**src/rtl/wb_snoop_responder.sv**
```systemverilog
// Snoop responder: captures locally written words in a small fully-associative
// dirty table and answers snoop reads from the Wishbone snoop arbiter.
module wb_snoop_responder #(
    parameter int dw          = 32,
    parameter int aw          = 32,
    parameter int num_entries = 4
) (
    input  logic                               wb_clk_i,
    input  logic                               wb_rst_n_i,
    input  logic [aw-1:0]                      snoop_adr_i,
    input  logic                               snoop_type_i,
    output logic                               snoop_ack_o,
    output logic                               snoop_hit_o,
    output logic [dw-1:0]                      snoop_dat_o,
    input  logic                               st_valid_i,
    input  logic [aw-1:0]                      st_adr_i,
    input  logic [dw-1:0]                      st_dat_i,
    input  logic [3:0]                         st_sel_i,
    output logic                               st_ready_o,
    input  logic                               inv_valid_i,
    input  logic [aw-1:0]                      inv_adr_i,
    output logic [$clog2(num_entries+1)-1:0]   occupancy_o
);

    localparam int tw = aw - 2;
    localparam int ow = $clog2(num_entries + 1);

    typedef enum logic [1:0] {
        IDLE    = 2'd0,
        LOOKUP  = 2'd1,
        RESPOND = 2'd2
    } state_t;

    state_t                 state_r;
    logic [tw-1:0]          snp_tag_r;
    logic                   hit_r;
    logic [dw-1:0]          dat_r;

    logic [num_entries-1:0] valid_r;
    logic [tw-1:0]          tag_r   [num_entries];
    logic [dw-1:0]          data_r  [num_entries];
    logic [3:0]             bmask_r [num_entries];

    logic [tw-1:0]          st_tag_s;
    logic [tw-1:0]          inv_tag_s;
    logic [num_entries-1:0] st_match_s;
    logic [num_entries-1:0] inv_match_s;
    logic [num_entries-1:0] alloc_s;
    logic                   free_any_s;
    logic                   st_hit_s;
    logic                   st_do_s;
    logic                   inv_same_s;
    logic                   snp_hit_s;
    logic [dw-1:0]          snp_dat_s;
    logic [ow-1:0]          occ_cnt_s;
    logic                   unused_adr_bits_s;

    // Expand byte enables to a bit mask over the data word.
    function automatic logic [dw-1:0] byte_mask(input logic [3:0] sel);
        logic [dw-1:0] m;
        m = '0;
        for (int b = 0; b < dw / 8; b++) begin
            m[8*b +: 8] = {8{sel[b]}};
        end
        return m;
    endfunction

    // Replace the selected bytes of an existing word with new data.
    function automatic logic [dw-1:0] merge_bytes(input logic [dw-1:0] old_w,
                                                  input logic [dw-1:0] new_w,
                                                  input logic [3:0]    sel);
        logic [dw-1:0] m;
        m = byte_mask(sel);
        return (old_w & ~m) | (new_w & m);
    endfunction

    assign st_tag_s          = st_adr_i[aw-1:2];
    assign inv_tag_s         = inv_adr_i[aw-1:2];
    assign unused_adr_bits_s = ^{snoop_adr_i[1:0], st_adr_i[1:0], inv_adr_i[1:0]};

    // Tag matching for store/invalidate and lowest-index free slot selection.
    always_comb begin
        st_match_s  = '0;
        inv_match_s = '0;
        alloc_s     = '0;
        free_any_s  = 1'b0;
        for (int i = 0; i < num_entries; i++) begin
            st_match_s[i]  = valid_r[i] && (tag_r[i] == st_tag_s);
            inv_match_s[i] = valid_r[i] && (tag_r[i] == inv_tag_s);
            alloc_s[i]     = !valid_r[i] && !free_any_s;
            free_any_s     = free_any_s | !valid_r[i];
        end
    end

    assign st_hit_s   = |st_match_s;
    assign st_ready_o = (state_r == IDLE) && (st_hit_s || free_any_s);
    assign st_do_s    = st_valid_i && st_ready_o && (st_sel_i != 4'h0);
    // A store and an invalidate to the same word in one cycle: the store rebuilds the entry.
    assign inv_same_s = inv_valid_i && st_do_s && (inv_tag_s == st_tag_s);

    // Snoop lookup against fully written entries only.
    always_comb begin
        snp_hit_s = 1'b0;
        snp_dat_s = '0;
        for (int i = 0; i < num_entries; i++) begin
            if (valid_r[i] && (tag_r[i] == snp_tag_r) && (bmask_r[i] == 4'hF)) begin
                snp_hit_s = 1'b1;
                snp_dat_s = snp_dat_s | data_r[i];
            end else begin
                snp_dat_s = snp_dat_s;
            end
        end
    end

    // Population count of valid entries, clamped to table depth.
    always_comb begin
        occ_cnt_s = '0;
        for (int i = 0; i < num_entries; i++) begin
            occ_cnt_s = occ_cnt_s + ow'(valid_r[i]);
        end
        if (occ_cnt_s > ow'(num_entries)) begin
            occ_cnt_s = ow'(num_entries);
        end else begin
            occ_cnt_s = occ_cnt_s;
        end
    end

    // Dirty table update: store merge/allocate, then invalidate.
    always_ff @(posedge wb_clk_i or negedge wb_rst_n_i) begin
        if (!wb_rst_n_i) begin
            valid_r <= '0;
            for (int i = 0; i < num_entries; i++) begin
                tag_r[i]   <= '0;
                data_r[i]  <= '0;
                bmask_r[i] <= 4'h0;
            end
        end else begin
            for (int i = 0; i < num_entries; i++) begin
                if (st_do_s && st_match_s[i]) begin
                    if (inv_same_s) begin
                        data_r[i]  <= st_dat_i & byte_mask(st_sel_i);
                        bmask_r[i] <= st_sel_i;
                    end else begin
                        data_r[i]  <= merge_bytes(data_r[i], st_dat_i, st_sel_i);
                        bmask_r[i] <= bmask_r[i] | st_sel_i;
                    end
                end else if (st_do_s && !st_hit_s && alloc_s[i]) begin
                    valid_r[i] <= 1'b1;
                    tag_r[i]   <= st_tag_s;
                    data_r[i]  <= st_dat_i & byte_mask(st_sel_i);
                    bmask_r[i] <= st_sel_i;
                end else if (inv_valid_i && inv_match_s[i]) begin
                    valid_r[i] <= 1'b0;
                    bmask_r[i] <= 4'h0;
                end else begin
                    valid_r[i] <= valid_r[i];
                end
            end
        end
    end

    // Occupancy lags the table by one cycle.
    always_ff @(posedge wb_clk_i or negedge wb_rst_n_i) begin
        if (!wb_rst_n_i) begin
            occupancy_o <= '0;
        end else begin
            occupancy_o <= occ_cnt_s;
        end
    end

    // Snoop FSM with registered response outputs.
    always_ff @(posedge wb_clk_i or negedge wb_rst_n_i) begin
        if (!wb_rst_n_i) begin
            state_r     <= IDLE;
            snp_tag_r   <= '0;
            hit_r       <= 1'b0;
            dat_r       <= '0;
            snoop_ack_o <= 1'b0;
            snoop_hit_o <= 1'b0;
            snoop_dat_o <= '0;
        end else begin
            case (state_r)
                IDLE: begin
                    snoop_ack_o <= 1'b0;
                    snoop_hit_o <= 1'b0;
                    snoop_dat_o <= '0;
                    if (snoop_type_i) begin
                        snp_tag_r <= snoop_adr_i[aw-1:2];
                        state_r   <= LOOKUP;
                    end else begin
                        state_r   <= IDLE;
                    end
                end
                LOOKUP: begin
                    hit_r <= snp_hit_s;
                    dat_r <= snp_dat_s;
                    if (snoop_type_i) begin
                        state_r <= RESPOND;
                    end else begin
                        state_r <= IDLE;
                    end
                end
                RESPOND: begin
                    if (snoop_type_i) begin
                        snoop_ack_o <= 1'b1;
                        snoop_hit_o <= hit_r;
                        snoop_dat_o <= dat_r;
                    end else begin
                        snoop_ack_o <= 1'b0;
                        snoop_hit_o <= 1'b0;
                        snoop_dat_o <= '0;
                        state_r     <= IDLE;
                    end
                end
                default: begin
                    snoop_ack_o <= 1'b0;
                    snoop_hit_o <= 1'b0;
                    snoop_dat_o <= '0;
                    state_r     <= IDLE;
                end
            endcase
        end
    end

endmodule

```
**config.mk**
```make
export PLATFORM = sky130hd
export DESIGN_NAME = wb_snoop_responder
export DESIGN_NICKNAME = d
export VERILOG_FILES = /design/src/rtl/wb_snoop_responder.sv
export SDC_FILE = /design/constraint.sdc
export NUM_CORES = 1
export LEC_CHECK = 0
export BUFFER_PORTS_ARGS = -buffer_cell sky130_fd_sc_hd__buf_2
export CAP_MARGIN = 10
export CORE_MARGIN = 10
export CORE_UTILIZATION = 40
export CTS_CLUSTER_SIZE = 14
export DETAILED_ROUTE_END_ITERATION = 16
export PLACE_DENSITY_LB_ADDON = 0.2
export SYNTH_ARGS = -nofsm -noshare
export SYNTH_HDL_FRONTEND = slang
export SYNTH_SLANG_ARGS = --single-unit
export TNS_END_PERCENT = 1
```
**constraint.sdc**
```tcl
create_clock -name wb_clk_i -period 3.6 [get_ports wb_clk_i]
set_input_delay 0.72 -clock wb_clk_i [delete_from_list [all_inputs] [get_ports wb_clk_i]]
set_output_delay 0.72 -clock wb_clk_i [all_outputs]
set_load 0.01 [all_outputs]
```
# After elaboration in Yosys (flattened, before gate mapping)
# Cells that the tools add are included.
# classes
addsub	3
order_cmp	1
eq_ne	20
n_mux	55
bitwise_logic	24
n_reduce_logical	69
# op_table
cell	count
32-bit two-way mux	17
30-bit == test	13
32-bit bitwise OR	7
32-bit bitwise AND	5
4-bit two-way mux	16
32-bit one-hot mux with 2 select lines	1
1-bit logical AND	37
32-bit NOT	1
2-bit AND reduction	9
4-bit == test (second input constant)	4
4-bit bitwise OR	4
2-bit nonzero test	8
1-bit two-way mux	15
3-bit nonzero test	4
1-bit logical NOT	7
2-bit one-hot mux with 3 select lines	1
2-bit two-way mux	2
1-bit NOT	4
1-bit one-hot mux with 2 select lines	2
4-bit nonzero test	1
4-bit OR reduction	1
2-bit by 1-bit adder with 3-bit output	1
3-bit by 1-bit adder with 3-bit output	1
3-bit > comparator (second input constant)	1
other kinds (8)	10
# totals
ff_bits	370
in_bits	137
output_inout_bits	38
elab_cells	196

# Depth between registers and ports, before layout
# Gate-level depths: netlist (run 1).
# depth
ltp_word	12
mapped_depth	12
ltp_nobuf	7

# Least setup slack after synthesis (run 1)
# Ideal clock, no wire load.
# synth_path
path_type	input to output
startpoint	in st_adr_i[21]
endpoint	out st_ready_o
arrival_ns	2.716
t_required_ns	2.880
path_slack_ns	0.164
cell_stages	8
path_buffers	2
cell_sequence	buf_2 xnor2_1 nand4_1 or4_4 nor4_4 nor3_2 buf_2 a21boi_0
# synth_via
elab_chain_len	5
word_cells_on_any_way	11
classes_between	4 x eq/ne; 7 x reduce/logical
# synth_rtl
element	line	text
start, declared	16	input logic [aw-1:0] st_adr_i,
30-bit == test	88	st_match_s[i] = valid_r[i] && (tag_r[i] == st_tag_s);
1-bit logical AND	88	
4-bit OR reduction *	95	assign st_hit_s = |st_match_s;
1-bit logical OR *	96	assign st_ready_o = (state_r == IDLE) && (st_hit_s || free_any_s);
1-bit logical AND *	96	
end, declared	19	output logic st_ready_o,
# Every way passes the cells marked *; elsewhere a longest branch is shown, timed or not.

# Worst setup path in the final report (run 1)
# layout_path
startpoint	reg tag_r[90] (netlist name)
endpoint	out st_ready_o
# layout_via
elab_chain_len	5
# layout_rtl
element	line	text
start, declared	40	logic [tw-1:0] tag_r [num_entries];
start signal, assigned by index	149	tag_r[i] <= st_tag_s;
30-bit == test	88	
1-bit logical AND	88	
4-bit OR reduction	95	
1-bit logical OR	96	
1-bit logical AND	96	
# Every way passes these cells.

==> results.py, run 1 <==
metrics = {
    "clocking": {
        "inserted_clock_buffers": 44,
        "ctsLongestPathBuffers": 3,
        "cts_max_level": 2,
        "insertion_delay_ns": 0.60,
        "clock_tree.root_cell": "clkbuf_16",
        "hold_buffers": 0,
        "clk_transition_reported_paths_ns": 0.06,
        "clock_sinks": 370,
        "tritoncts_clock_tree": "done",
    },
    "synthesis": {
        "synth_largest_area_cell": "dfrtp_1",
        "nets_in_the_synthesized_netlist": 1877,
        "netlist_area_before_placement_sq_um": 19950,
        "yosysWarningCount": 0,
        "synth_register_bits": 370,
        "yosysUniqueCellTypes": 49,
        "yosysTopAreaCellShare_pct": 46.41,
        "fraction_of_the_yosys_area_taken_by_sequential_cells_pct": 46.41,
        "postSynthCellCount": 1735,
        "synthTopCellsByArea": "dfrtp_1 46%, mux2_2 13%, xnor2_1 11%",
        "postSynthAreaPerCell_sq_um": 11.50,
    },
    "routing": {
        "route.detailed.wl_per_inst_um": 28.41,
        "route.detailed.drc": 0,
        "routed-via-count": 14890,
        "ant_nets": 0,
        "vias_per_cell": 5.558,
        "drt_iter0_drc": 1265,
        "postRouteWirelength_mm": 76.12,
        "detail_route.first_pass.iterations": 5,
    },
    "place": {
        "place_hpwl_mm": 58.62,
        "gp_congestion": 0.9964,
        "port_buffers": 168,
        "place_inst": 2600,
    },
    "grt": {
        "grt_start_max_net_pins": 89,
        "global_route.overflow_total": 0,
        "total_grt_usage_pct": 25.26,
        "grt_first_pass_wirelength_mm": 110.0,
        "first_global_vias": 15550,
        "grt_antenna_before_repair": 2,
    },
    "critical_path": {
        "worstPathArrival_ns": 2.83,
        "source_of_the_critical_timing_path": "tag_r[90]",
        "critical_path_start_end_classification": "flop to output pin",
        "rr_worst_depth": 12,
        "cp_slowest_cell": "dfrtp_2",
        "worst_path_bufs_invs": 4,
        "path_max_fanout": 3,
        "critical_path_required_ns": 2.88,
        "timing.critical_path.to_type": "output pin",
        "critical-path-max-stage-delay_ns": 0.42,
        "worst_setup_path_start_kind": "flop",
        "cp_top_family": "simple AND/OR/NAND/NOR gates",
        "most_frequent_cell_on_the_critical_path": "buf_4",
        "timing.critical_path.cells": "xor2_1, buf_4, nor4_1, nand4_1, buf_4, nor4_4, nor2_1, a21boi_1, buf_4, buf_2",
        "critical_path_depth": 10,
        "r2r_start": "tag_r[101]",
        "r2r_setup_slack_ns": 0.15,
    },
    "power": {
        "power-per-cell-area_nw_per_um2": 701.3,
        "cell_internal_pwr_mw": 10.83,
        "leakage_nw": 10.69,
        "p_sw_share_pct": 36.87,
        "ir_drop_worst_case_vdd_mv": 0.3899,
        "p_total_mw": 17.15,
        "comb_power_share_pct": 33.8,
        "p_switching_mw": 6.321,
        "clkPwrFrac_pct": 26.2,
        "share_seq_of_total_power_pct": 40.0,
    },
    "timing": {
        "finalSetupTns_ns": 0,
        "worst_clock_skew_ns": 0.02451,
        "rsz_0062_raised_after_global_routing": "true",
        "period_share_pct": 98.59,
        "slew_headroom_pct": 36.48,
        "maxClockFrequency_mhz": 281.8,
        "final_report_hold_violation_count": 0,
        "max_slew.worst_pin.slew_ns": 0.9527,
        "final-max-slew-violation-count": 0,
        "post-route-min-period_ns": 3.549,
        "setup_violations": 0,
    },
    "worst_hold_path": {
        "timing.hold.worst.class": "primary input to asynchronous set/reset pin",
    },
    "outcome": {
        "run_status": "complete, no violations",
    },
    "die": {
        "starting_utilization_of_the_core_area_pct": 40.59,
        "die_height_um": 243.3,
        "dieWidth_um": 243.3,
        "die_area_sq_um": 59210,
        "row_count": 81,
        "core_sq_um": 49150,
        "pin_count": 175,
    },
    "job": {
        "timing.max_cap.violations": 0,
    },
    "finish": {
        "syn_to_final_growth_pct": 22.55,
        "instances_no_fill": 2679,
        "nNetsFinal": 2130,
        "layout-drive-gt1-share_pct": 35.80,
        "layout.core_utilization_pct": 49.74,
    },
}
==> layout make-up <==
type | count | area, sq um
Clock inverter | 13 | 232.7
Antenna cell | 1 | 2.502
Tap cell | 664 | 830.8
Timing Repair Buffer | 366 | 2713
Clock buffer | 59 | 1207
Sequential cell | 370 | 9268
Multi-Input combinational cell | 1200 | 10170
Fill cell | 4533 | 24700
Inverter | 6 | 22.52
==> layout by cell type, fill, tap and decap left out, types with 7 or more instances in the layout <==
master	netlist	layout
dfrtp_1	370	363
xnor2_1	260	243
mux2_2	235	235
buf_4	7	168
buf_2	36	167
xor2_1	130	130
a22o_1	97	97
nand4_1	84	84
nand2_1	82	82
nor4_1	53	46
clkbuf_16	0	44
and2_1	38	40
o211ai_1	36	36
nand3_1	32	32
a221oi_1	32	32
buf_12	0	30
o21ai_0	22	22
xnor2_2	0	17
o21ai_1	17	17
a21o_1	10	10
clkbuf_1	107	10
dfrtp_2	0	7
==> layer usage <==
metal | track usage, % | vias to the layer above | wire length [um]
met5 | 0 | - | 13
met4 | 10.18 | 2 | 3025
met3 | 3.895 | 120 | 3923
met2 | 43.17 | 446 | 37700
met1 | 31.40 | 7652 | 31450
li1 | - | 6671 | -
==> cell families after synthesis <==
kind of cell	Yosys count	share of synthesized area [%]
XOR/XNOR	390	17.12
flip-flops	370	46.41
AND/OR/NAND/NOR	333	9.344
multiplexers	238	13.49
AO/OA/AOI/OAI	234	9.589
buffers and inverters	165	3.700
adder cells (fa/ha/maj)	5	0.3512
==> power by group through the flow <==
stage | clock network, mW | logic [mW] | registers, mW
5_1_grt | 4.80 | 6.08 | 6.99
4_1_cts | 4.62 | 5.71 | 6.82
2_1_floorplan | 0 | 3.42 | 6.29
3_5_place_dp | 0 | 5.59 | 6.88
6_report | 4.50 | 5.79 | 6.85
3_3_place_gp | 0 | 5.55 | 6.83
==> through the flow <==
| stage | cell area, sq um | hold WS (ns) | setup WS [ns] |
|---|---|---|---|
| after floorplan | 19950 | 0.4244 | 0.1638 |
| after global placement | 22780 | 0.4540 | -0.3503 |
| after detailed placement | 22780 | 0.4636 | -0.3423 |
| after CTS | 24340 | 0.04528 | 0.001358 |
| after global routing | 24450 | 0.06343 | -0.03027 |
| final | 24450 | 0.05470 | 0.05091 |
==> repair_timing <==
action,CTS,global route
gates resized for setup,16,16
pin swaps,8,5
buffers inserted,5,1
endpoints found under the hold margin,0,0
setup endpoints to repair,1,13
==> how the worst max path moves through the flow <==
stage,slack (ns),to
floorplan,0.16,st_ready_o
global placement,-0.35,tag_r[3]
detailed placement,-0.34,tag_r[3]
CTS,0.001,st_ready_o
global route,-0.03,st_ready_o
finish,0.05,st_ready_o
==> cells in the mapped netlist, drive strengths merged <==
cell type	instances
mux2	238
nand2	82
a32o	1
buf	50
xnor2	260
a21o	10
or4	8
a22o	97
xor2	130
and4	1
o21bai	2
clkbuf	109
o21ba	1
nor3	8
nor4	55
a21oi	2
nor2	8
a21boi	4
fa	1
nand2b	7
o31ai	1
a2bb2oi	2
o211ai	36
inv	6
a221oi	32
o21a	2
nand3	32
nor2b	2
dfrtp	370
o22ai	2
a22oi	3
o21ai	39
and3	4
ha	4
and2	42
nand4	84
(Power assumes the default switching activity.)
==> run 2, diff against run 1 <==
SLEW_MARGIN = 20   (was unset)
clock period = 3.7 ns   (was 3.6 ns; I/O delays follow)
==> results.py, run 2 (synthesis gave the netlist of run 1 again) <==
metrics = {
    "outcome": {
        "run_status": "complete, no violations",
    },
    "grt": {
        "total_grt_usage_pct": 25.40,
        "first_global_vias": 15320,
        "grt_antenna_before_repair": 1,
        "global_route.overflow_total": 0,
        "grt_start_max_net_pins": 92,
        "grt_first_pass_wirelength_mm": 110.6,
    },
    "finish": {
        "syn_to_final_growth_pct": 20.64,
        "num_antenna_cells": 0,
        "seqCellArea_sq_um": 9270,
        "multi_input_area_sq_um": 10130,
        "filler_cell_count": 4569,
        "layout_common_cells": "361 x dfrtp_1, 247 x xnor2_1, 235 x mux2_2",
        "nNetsFinal": 2095,
        "layout-drive-gt1-share_pct": 34.63,
        "layout_commonest_cell": "dfrtp_1",
    },
    "routing": {
        "vias_per_cell": 5.524,
        "route.detailed.drc": 0,
        "ant_nets": 0,
        "drt_iter0_drc": 1034,
        "postRouteWirelength_mm": 75.88,
        "route.detailed.wl_per_inst_um": 28.66,
        "routed-via-count": 14630,
        "detail_route.first_pass.iterations": 5,
    },
    "critical_path": {
        "r2r_start": "tag_r[38]",
        "worstPathArrival_ns": 2.91,
        "cp_slowest_cell": "or4_4",
        "path_max_fanout": 5,
        "r2r_setup_slack_ns": 0.44,
        "timing.critical_path.cells": "xnor2_2, buf_4, nand4_1, or4_4, nor4_4, buf_4, nor3_2, a21boi_1, buf_4, buf_4",
        "critical-path-max-stage-delay_ns": 0.55,
        "timing.critical_path.to_type": "output pin",
        "most_frequent_cell_on_the_critical_path": "buf_4",
        "critical_path_start_end_classification": "flop to output pin",
        "worst_setup_path_start_kind": "flop",
        "rr_worst_depth": 10,
        "critical_path_required_ns": 2.96,
    },
    "clocking": {
        "hold_buffers": 0,
        "cts_max_level": 2,
        "clk_transition_reported_paths_ns": 0.06,
        "insertion_delay_ns": 0.60,
        "clock_sinks": 370,
        "tritoncts_clock_tree": "done",
        "ctsLongestPathBuffers": 3,
        "inserted_clock_buffers": 43,
        "clock_tree.root_cell": "clkbuf_16",
    },
    "timing": {
        "max_slew.worst_pin.slew_ns": 0.8913,
        "post-route-min-period_ns": 3.652,
        "final-max-slew-violation-count": 0,
        "setup_violations": 0,
        "period_share_pct": 98.71,
        "slew_headroom_pct": 40.03,
        "final_report_hold_violation_count": 0,
        "worst_clock_skew_ns": 0.01950,
        "finalSetupTns_ns": 0,
        "maxClockFrequency_mhz": 273.8,
        "hold_slack_ns": 0.1455,
    },
    "job": {
        "timing.max_cap.violations": 0,
    },
    "power": {
        "leakage_nw": 10.49,
        "ir_drop_worst_case_vdd_mv": 0.4377,
        "power-per-cell-area_nw_per_um2": 689.1,
    },
    "place": {
        "gp_congestion": 0.9733,
        "place_hpwl_mm": 58.43,
        "port_buffers": 168,
    },
    "worst_hold_path": {
        "timing.hold.worst.class": "primary input to asynchronous set/reset pin",
    },
    "die": {
        "die_area_sq_um": 59210,
        "row_count": 81,
        "pin_count": 175,
        "die_height_um": 243.3,
        "dieWidth_um": 243.3,
        "starting_utilization_of_the_core_area_pct": 40.59,
        "core_sq_um": 49150,
    },
}
[run 2: metrics by stage]
step           cells  power (mW)  utilization [%]  setup WS (ns)  cell area [sq um]
2_1_floorplan   1735       9.455                -         0.2238              19950
3_3_place_gp    2562       11.99            45.62       -0.04750              22420
3_5_place_dp    2562       12.07            45.62       -0.06119              22420
4_1_cts         2644       16.61            48.77        0.01155              23970
5_1_grt         2648       17.30            48.97      -0.001371              24070
6_report        2648       16.59            48.97        0.04789              24070
[run 2: area by class of cell]
cell class | count | share of cell area (%)
inverter | 6 | 0.09356
sequential | 370 | 38.51
clock inverter | 17 | 0.9305
timing repair buffer | 332 | 9.939
tap | 664 | 3.452
clock buffer | 59 | 4.969
multi-input combinational | 1200 | 42.10
[run 2: metal layers]
layer / track usage, % / up-vias / routed length [um]
li1: - / 6604 / -
met1: 32.31 / 7520 / 32620
met2: 42.44 / 393 / 36650
met3: 3.709 / 111 / 3254
met4: 10.73 / 0 / 3356
met5: 0 / - / 0
[run 2: critical path: cells and delay by family (launching register included)]
family | cells | cell delay (ns)
and+or+nand+nor | 4 | 0.96
xor gates and xnor gates | 1 | 0.16
DFF | 1 | 0.46
buffers and inverters | 4 | 0.59
AOI/OAI and AO/OA | 1 | 0.14
[run 2: timing repair]
action                     CTS  global route
pin swaps                    6             7
setup endpoints to repair    1             1
buffers inserted             6             4
gates resized for setup     18            13
[run 2: power breakdown]
group / switching [mW] / leakage [nW] / internal (mW) / total (mW)
clock network: 1.81 / 0.697 / 2.56 / 4.37
registers: 1.47 / 4.79 / 5.21 / 6.67
logic: 2.83 / 5.00 / 2.71 / 5.54
[run 2: how the worst max path moves through the flow]
stage	depth (start not counted)	endpoint	slack (ns)	start
6_report	10	st_ready_o	0.05	tag_r[51]
5_1_grt	9	st_ready_o	-0.001	tag_r[34]
4_1_cts	9	st_ready_o	0.01	tag_r[116]
3_5_place_dp	11	flop	-0.06	st_adr_i[28]
3_3_place_gp	11	st_ready_o	-0.05	st_adr_i[28]
2_1_floorplan	8	st_ready_o	0.22	st_adr_i[21]
